==> config.mk <==
export PLATFORM = sky130hd
export DESIGN_NAME = moving_average_filter
export DESIGN_NICKNAME = d
export VERILOG_FILES = /design/src/rtl/maf_pkg.sv /design/src/rtl/maf_channel.sv /design/src/rtl/moving_average_filter.sv
export SDC_FILE = /design/constraint.sdc
export NUM_CORES = 1
export LEC_CHECK = 0
export CORE_MARGIN = 8
export CORE_UTILIZATION = 56
export CTS_CLUSTER_SIZE = 25
export DETAILED_ROUTE_END_ITERATION = 6
export HOLD_SLACK_MARGIN = 0.03
export PLACE_DENSITY_LB_ADDON = 0.3
export SLEW_MARGIN = 20
export SYNTH_ARGS = -nofsm -noshare
export SYNTH_HDL_FRONTEND = slang
export SYNTH_SLANG_ARGS = --single-unit
==> constraint.sdc <==
create_clock -name clk -period 14.5 [get_ports clk]
set_input_delay 1.45 -clock clk [delete_from_list [all_inputs] [get_ports clk]]
set_output_delay 1.45 -clock clk [all_outputs]
set_load 0.005 [all_outputs]
==> src/rtl/maf_pkg.sv <==
// Shared constants and helpers for the moving average filter.
//   MAF_W         : default signed sample width
//   MAF_LOG2_TAPS : default log2 of averaging depth
//   MAF_NUM_CH    : default channel count
//   maf_sum_width : running-sum width that can never overflow
`timescale 1ns/1ps
package maf_pkg;

    localparam int unsigned MAF_W         = 24;
    localparam int unsigned MAF_LOG2_TAPS = 3;
    localparam int unsigned MAF_NUM_CH    = 2;

    // Sum of 2**log2_taps samples of w bits needs log2_taps extra bits.
    function automatic int unsigned maf_sum_width(input int unsigned w,
                                                  input int unsigned log2_taps);
        return w + log2_taps;
    endfunction

endpackage

==> src/rtl/maf_channel.sv <==
// One channel of the moving average filter: circular sample history,
// running sum and registered output.
// Ports:
//   clk, reset      : clock, async active-high reset
//   enable          : take a new sample this cycle
//   flush           : synchronous clear of history, sum and output
//   bypass          : output the raw sample instead of the average
//   wr_ptr          : shared history slot (holds the oldest sample)
//   sample          : new signed sample
//   avg             : registered filtered output
// Build option: define MAF_ROUND_EN to round half toward +inf instead of
// truncating toward -inf.
`timescale 1ns/1ps
module maf_channel
    import maf_pkg::*;
#(
    parameter int unsigned W         = MAF_W,
    parameter int unsigned LOG2_TAPS = MAF_LOG2_TAPS
) (
    input  logic                   clk,
    input  logic                   reset,
    input  logic                   enable,
    input  logic                   flush,
    input  logic                   bypass,
    input  logic [LOG2_TAPS-1:0]   wr_ptr,
    input  logic signed [W-1:0]    sample,
    output logic signed [W-1:0]    avg
);

    localparam int unsigned TAPS = 1 << LOG2_TAPS;
    localparam int unsigned SW   = maf_sum_width(W, LOG2_TAPS);

    logic signed [W-1:0]  hist [TAPS];
    logic signed [SW-1:0] sum;

    logic signed [W-1:0]  oldest_c;
    logic signed [SW-1:0] sum_next_c;
    logic signed [SW-1:0] acc_c;
    logic signed [W-1:0]  avg_next_c;

    // Updated sum and its scaled value; all arithmetic at full sum width.
    always_comb begin
        oldest_c   = hist[wr_ptr];
        sum_next_c = sum + SW'(sample) - SW'(oldest_c);
`ifdef MAF_ROUND_EN
        acc_c      = sum_next_c + SW'(signed'(TAPS / 2));
`else
        acc_c      = sum_next_c;
`endif
        // The shifted sum always fits in W bits, so dropping the top is safe.
        avg_next_c = W'(acc_c >>> LOG2_TAPS);
    end

    // History, running sum and output register.
    always_ff @(posedge clk or posedge reset) begin
        if (reset) begin
            for (int unsigned i = 0; i < TAPS; i++) begin
                hist[LOG2_TAPS'(i)] <= '0;
            end
            sum <= '0;
            avg <= '0;
        end else if (flush) begin
            for (int unsigned i = 0; i < TAPS; i++) begin
                hist[LOG2_TAPS'(i)] <= '0;
            end
            sum <= '0;
            avg <= '0;
        end else if (enable) begin
            hist[wr_ptr] <= sample;
            sum          <= sum_next_c;
            // History keeps updating under bypass so release is seamless.
            avg          <= bypass ? sample : avg_next_c;
        end
    end

endmodule

==> src/rtl/moving_average_filter.sv <==
// Multi-channel boxcar moving average filter for audio samples.
// Averages the last 2**LOG2_TAPS samples of each channel independently.
// Ports:
//   clk, reset : clock, async active-high reset
//   enable     : sample strobe, one new sample per channel per high cycle
//   flush      : synchronous clear of history and sums (wins over enable)
//   bypass     : output raw input samples at the enable edge
//   data_in    : packed signed samples, channel k at [k*W +: W]
//   data_out   : packed signed filtered samples, same packing, registered
//   out_valid  : one-cycle pulse per accepted sample
// Build option: define MAF_ROUND_EN to round half toward +inf.
`timescale 1ns/1ps
module moving_average_filter
    import maf_pkg::*;
#(
    parameter int unsigned W         = MAF_W,
    parameter int unsigned LOG2_TAPS = MAF_LOG2_TAPS,
    parameter int unsigned NUM_CH    = MAF_NUM_CH
) (
    input  logic                        clk,
    input  logic                        reset,
    input  logic                        enable,
    input  logic                        flush,
    input  logic                        bypass,
    input  logic signed [NUM_CH*W-1:0]  data_in,
    output logic signed [NUM_CH*W-1:0]  data_out,
    output logic                        out_valid
);

    logic [LOG2_TAPS-1:0] wr_ptr;

    // Shared write pointer (power-of-two depth wraps naturally) and valid pulse.
    always_ff @(posedge clk or posedge reset) begin
        if (reset) begin
            wr_ptr    <= '0;
            out_valid <= 1'b0;
        end else begin
            out_valid <= enable & ~flush;
            if (flush) begin
                wr_ptr <= '0;
            end else if (enable) begin
                wr_ptr <= wr_ptr + LOG2_TAPS'(1);
            end
        end
    end

    // One independent datapath per channel.
    for (genvar k = 0; k < int'(NUM_CH); k++) begin : g_ch
        maf_channel #(
            .W         (W),
            .LOG2_TAPS (LOG2_TAPS)
        ) u_ch (
            .clk    (clk),
            .reset  (reset),
            .enable (enable),
            .flush  (flush),
            .bypass (bypass),
            .wr_ptr (wr_ptr),
            .sample (data_in[k*W +: W]),
            .avg    (data_out[k*W +: W])
        );
    end

endmodule

Yosys cells after proc, flatten, opt, wreduce, memory -nomap -nowiden
Index checks and enable logic that the tools add are counted.

storage, ports and cells
  register bits after elaboration = 490
  bits of input ports = 53
  output and inout port bits = 49
  logic and storage cells = 60

cells by class
  $add $sub $neg = 5
  $lt $le $gt $ge = 2
  muxes and demuxes = 26
  bitwise gates (word level) = 3
  reductions and logical operators = 2

operators with widths
  operator                                                                      number
  192-bit 2-to-1 mux                                                            4
  192-bit bitwise mux                                                           2
  24-bit 2-to-1 mux                                                             11
  24-bit binary-select mux with 3-bit select                                    2
  27-bit 2-to-1 mux                                                             4
  24-bit demux with 3-bit select                                                1
  27-bit by 24-bit adder with 27-bit output                                     2
  27-bit by 24-bit subtractor with 27-bit output                                2
  3-bit 2-to-1 mux                                                              2
  4-bit >= comparator, second input constant                                    1
  4-bit by 1-bit less-than comparator with 1-bit output, second input constant  1
  3-bit NOT with 4-bit output                                                   1
  3-bit by 1-bit adder with 3-bit output, second input constant                 1
  2-bit nonzero test                                                            1
  1-bit AND                                                                     1
  1-bit logical AND                                                             1
  1-bit NOT                                                                     1

Logic depth before layout (Yosys ltp)
  depth after elaboration = 8
  mapped depth = 21
  mapped depth without buffers = 18

Hierarchy
Synthesis repeated with hierarchy kept, for this count alone.

second synthesis, totals
  cell total of the unflattened synthesis = 3180
  area total of the unflattened synthesis = 26781.9 µm²

modules (own cells, without submodules)
  module                       times used  cells each  area an instance (µm²)  sequential area each (µm²)
  maf_channel at g_ch[1].u_ch  1           1586        13396.6                 6080.8
  maf_channel at g_ch[0].u_ch  1           1580        13213.9                 6080.8
  moving_average_filter        1           14          171.4                   100.1

Least setup slack after synthesis
No wires, ideal clock.

  path type = in2reg
  start = in data_in[2]
  end = reg g_ch[0].u_ch.avg[19]
  library setup time = 99 ps
  arrival time = 4419 ps
  data required time = 14401 ps
  setup slack = 9981 ps
  cell stages on the path = 14
  buffers on the path = 1
  cell sequence = clkbuf_1 -> inv_1 -> fa_1 -> inv_1 -> ha_1 -> nor2b_1 -> o31a_1 -> o311ai_1 -> nand2_1 -> a211o_1 -> a31oi_1 -> xnor2_1 -> nand2_1 -> a311oi_1

between the ends
  cells in the longest elaborated chain, start to end = 5

ends and longest elaborated chain
  item                                            RTL line                     source
  start: declaration                              moving_average_filter.sv:25  input logic signed [NUM_CH*W-1:0] data_in,
  27-bit by 24-bit adder with 27-bit output       maf_channel.sv:44            sum_next_c = sum + SW'(sample) - SW'(oldest_c);
  27-bit by 24-bit subtractor with 27-bit output  maf_channel.sv:44
  24-bit 2-to-1 mux                               maf_channel.sv:72            avg <= bypass ? sample : avg_next_c;
  24-bit 2-to-1 mux                               maf_channel.sv:68            end else if (enable) begin
  24-bit 2-to-1 mux                               maf_channel.sv:62            end else if (flush) begin
  end signal: assignment                          maf_channel.sv:72
  end: declaration                                maf_channel.sv:27            output logic signed [W-1:0] avg

Every way passes these cells. The select of a mux whose other input is x is not followed.
A chain may end at the register's enable or synchronous reset.

Final worst setup path
  start = reg wr_ptr[0]
  end = reg g_ch[1].u_ch.sum[21]

between the ends
  cells in the longest elaborated chain, start to end = 7

ends and longest elaborated chain
  item                                                   RTL line                     source
  start: declaration                                     moving_average_filter.sv:30  logic [LOG2_TAPS-1:0] wr_ptr;
  start signal: assignment                               moving_average_filter.sv:42  wr_ptr <= wr_ptr + LOG2_TAPS'(1);
  3-bit NOT with 4-bit output (not written as such)      maf_channel.sv:43            oldest_c = hist[wr_ptr];
  24-bit binary-select mux with 3-bit select             maf_channel.sv:43
  24-bit 2-to-1 mux (not written as such) (2 in series)  maf_channel.sv:43
  27-bit by 24-bit subtractor with 27-bit output         maf_channel.sv:44
  27-bit 2-to-1 mux                                      maf_channel.sv:68
  27-bit 2-to-1 mux                                      maf_channel.sv:62
  end signal: assignment                                 maf_channel.sv:70            sum <= sum_next_c;
  end: declaration                                       maf_channel.sv:34            logic signed [SW-1:0] sum;

Every way passes these cells. The select of a mux whose other input is x is not followed.

==> out/results.tsv <==
metric	value	unit
status	finished, violations left	
violations	design-rule violations	
cts_made_buffers	51	
dp.final_hpwl	49.37	mm
io_buffers	101	
hold_class	reg -> reg	
clk_latency	620	ps
cp_top_family	compound AO/OA/AOI/OAI gates	
clkTransAtPathRegs	60	ps
cts_resized	0	
fin_skew	26.70	ps
setup_viol	0	
synthCells	3076	
max_cap_violations	0	
grt_antenna_before_repair	3	
hold_violations	0	
ys_seq_area_frac	0.4693	
p_total	4.721	mW
grt.overflow.total	0	
drc	7	
boundaryPins	102	
synth_edf_count	0	
slew_headroom	0.3019	
slowest_delay	810	ps
r2r_start	wr_ptr[0]$_DFFE_PP0P_	
ant_nets	0	
cts_buffer_depth	3	
core	46260	um^2
crit_buf_inv	2	
ys.flop_type	dfrtp_1	
critPathLaunch	wr_ptr[0]$_DFFE_PP0P_	
vias	23200	
cts_tree	built	
ctsHtreeMaxLevel	2	
synthesis.area_per_instance	8.493	um^2
drt-initial-drc-count	3298	
cp_data_required_time	14960	ps
num-nets-final	3160	
synth_seq_cells	490	
die_w	232.0	um
path_cells	nand2_1 -> nor2_4 -> buf_4 -> a22oi_1 -> nand4_1 -> fa_1 -> inv_1 -> ha_1 -> a21oi_1 -> o21ai_1 -> a31o_2 -> a21oi_1 -> o21a_1 -> o21ai_1 -> a21oi_1 -> xor2_1 -> o22ai_1	
synth.distinct_cells	63	
power_density	162.3	nW/um^2
grt_pass1_vias	22920	
fin_util	0.6288	
start_util	0.5648	
firstDrtPassIters	7	
viasPerCell	6.362	
grt_max_degree	113	
critPathKind	reg -> reg	
cp_data_arrival_time	5870	ps
syn-num-nets	3238	
fmax	185.1	MHz
placed_cells	3552	
synthArstFlopShare	1.000	
p_leak	12.73	nW
placementRows	79	
critical_path_peak_fanout	25	
cts_hold_buf	0	
finalNonFillerCells	3647	
end_kind	flop	
slowest_stage	nor2_4	
period_share	0.3727	
clockRootBuffer	clkbuf_16	
syn2layout_area_growth	11.35	%
drive_gt1_frac	0.05170	
grt_use_total	0.3084	
routed_wl	83.93	mm
clock_sinks	490	
fp.dieH	232.0	um
syn_area	26130	um^2
gp_congestion	0.9274	
critPathLaunchType	flop	
rsz0062_at_grt	false	
slew_viol_final	0	
crit_path_frequent_cell	a21oi_1	
setup_ws	9096	ps
grt_pass1_wl	130.3	mm
setup_tns	0	ps
tightestPinTransition	1047	ps
dieArea	53820	um^2
fin_crit	5404	ps
peakVddDrop	0.1127	mV
yosysWarnings	0	
hold_start	g_ch[0].u_ch.sum[23]$_DFFE_PP0P_	
cts_setup_buffers	0	
wire_per_inst	23.01	um
pre_cts_ws	9059	ps
fillers	3710	
-- state kept, by name, summed over array words and instances (netlist names) --
| signal | count |
|---|---|
| wr_ptr | 3 |
| g_ch.u_ch.hist | 384 |
| g_ch.u_ch.avg | 48 |
| out_valid | 1 |
| g_ch.u_ch.sum | 54 |
-- final timing paths --
path                       depth (start not counted)                                 to  slack (ps)
max reg2reg                                       17   g_ch[1].u_ch.sum[21]$_DFFE_PP0P_        9100
min reg2reg                                        2   g_ch[0].u_ch.sum[23]$_DFFE_PP0P_         500
min                                                2   g_ch[0].u_ch.sum[23]$_DFFE_PP0P_         500
min in group asynchronous                          2    g_ch[1].u_ch.avg[9]$_DFFE_PP0P_        1150
max in group asynchronous                          5  g_ch[0].u_ch.hist[13]$_DFFE_PP0P_       10660
max                                               17   g_ch[1].u_ch.sum[21]$_DFFE_PP0P_        9100
-- layout make-up --
type	count	area [um^2]	share of cell area
Clock buffer	65	1409	0.04843
Antenna cell	3	7.507	0.0002581
Sequential cell	490	12260	0.4215
Tap cell	607	759.5	0.02611
Inverter	216	814.5	0.02800
Multi-Input combinational cell	2105	12160	0.4181
Clock inverter	27	410.4	0.01411
Timing Repair Buffer	134	1264	0.04344
-- power by group --
part / switching (mW) / internal [mW]
sequential: 0.0698 / 1.47
clock: 0.578 / 0.850
combinational: 1.07 / 0.674
total: 1.72 / 3.00
-- cells in the final DEF (no fill, tap or decap), drive strengths merged, types with 11 or more instances in the layout --
master / n
dfrtp: 490
xnor2: 31
nor2b: 11
clkdlybuf4s50: 98
a311oi: 16
nor3: 20
a21o: 20
a22oi: 192
inv: 217
ha: 57
a211oi: 21
buf: 36
nand3: 12
nor2: 104
clkbuf: 65
nand2: 841
a21oi: 449
clkinv: 15
o21ai: 49
fa: 52
xor2: 18
nand2b: 12
nand4: 53
mux2i: 51
-- logic make-up (layout without fill, tap and decap cells) --
logic type,count (synthesis),after routing,synth area share
AOI/OAI and AO/OA,807,807,0.1876
xor gates and xnor gates,50,50,0.01729
adders and majority gates,109,109,0.06715
buffers and inverters,481,442,0.06940
DFF,490,490,0.4693
muxes,51,51,0.01954
other,0,3,0
and+or+nand+nor,1088,1088,0.1697
-- metrics by stage --
step | instance area [um^2] | hold WS [ps]
6_report | 29090 | 499.4
5_1_grt | 29090 | 522.8
2_1_floorplan | 26130 | 455.6
4_1_cts | 29080 | 500.6
3_3_place_gp | 27260 | 472.2
3_5_place_dp | 27260 | 486.5
-- Yosys cell counts, types with 11 or more instances --
library cell  instances  area, um^2
fa_1                 52        1041
xor2_1               18       157.7
a21oi_1             446        2232
nor3_1               20       100.1
a311oi_1             15       131.4
ha_1                 57       713.2
a22oi_1             192        1441
nand2_1             841        3157
nor2_1              104       390.4
dfrtp_1             490       12260
inv_1               214       803.3
a21o_1               20       150.1
buf_1                20       75.07
nor2b_1              11       68.82
xnor2_1              31       271.5
nand3_1              12       60.06
o21ai_0              31       155.2
nand4_1              53       331.6
clkbuf_1            244       915.9
a211oi_1             20       150.1
mux2i_1              51       510.5
o21ai_1              18       90.09
nand2b_1             12       75.07
-- routing by layer --
metal	global-route usage	part of all wire	vias to the layer above
met5	0	0	-
met4	0.1424	0.043	0
met3	0.08918	0.14	322
met2	0.4636	0.44	1535
met1	0.4104	0.38	11260
li1	-	-	10090
-- worst min-delay path, cell delays in order (launching register included) --
cell     delay (ps)
dfrtp_1         340
nand2_1          50
nand3_1          70
Power figures use the tool's default switching activity.
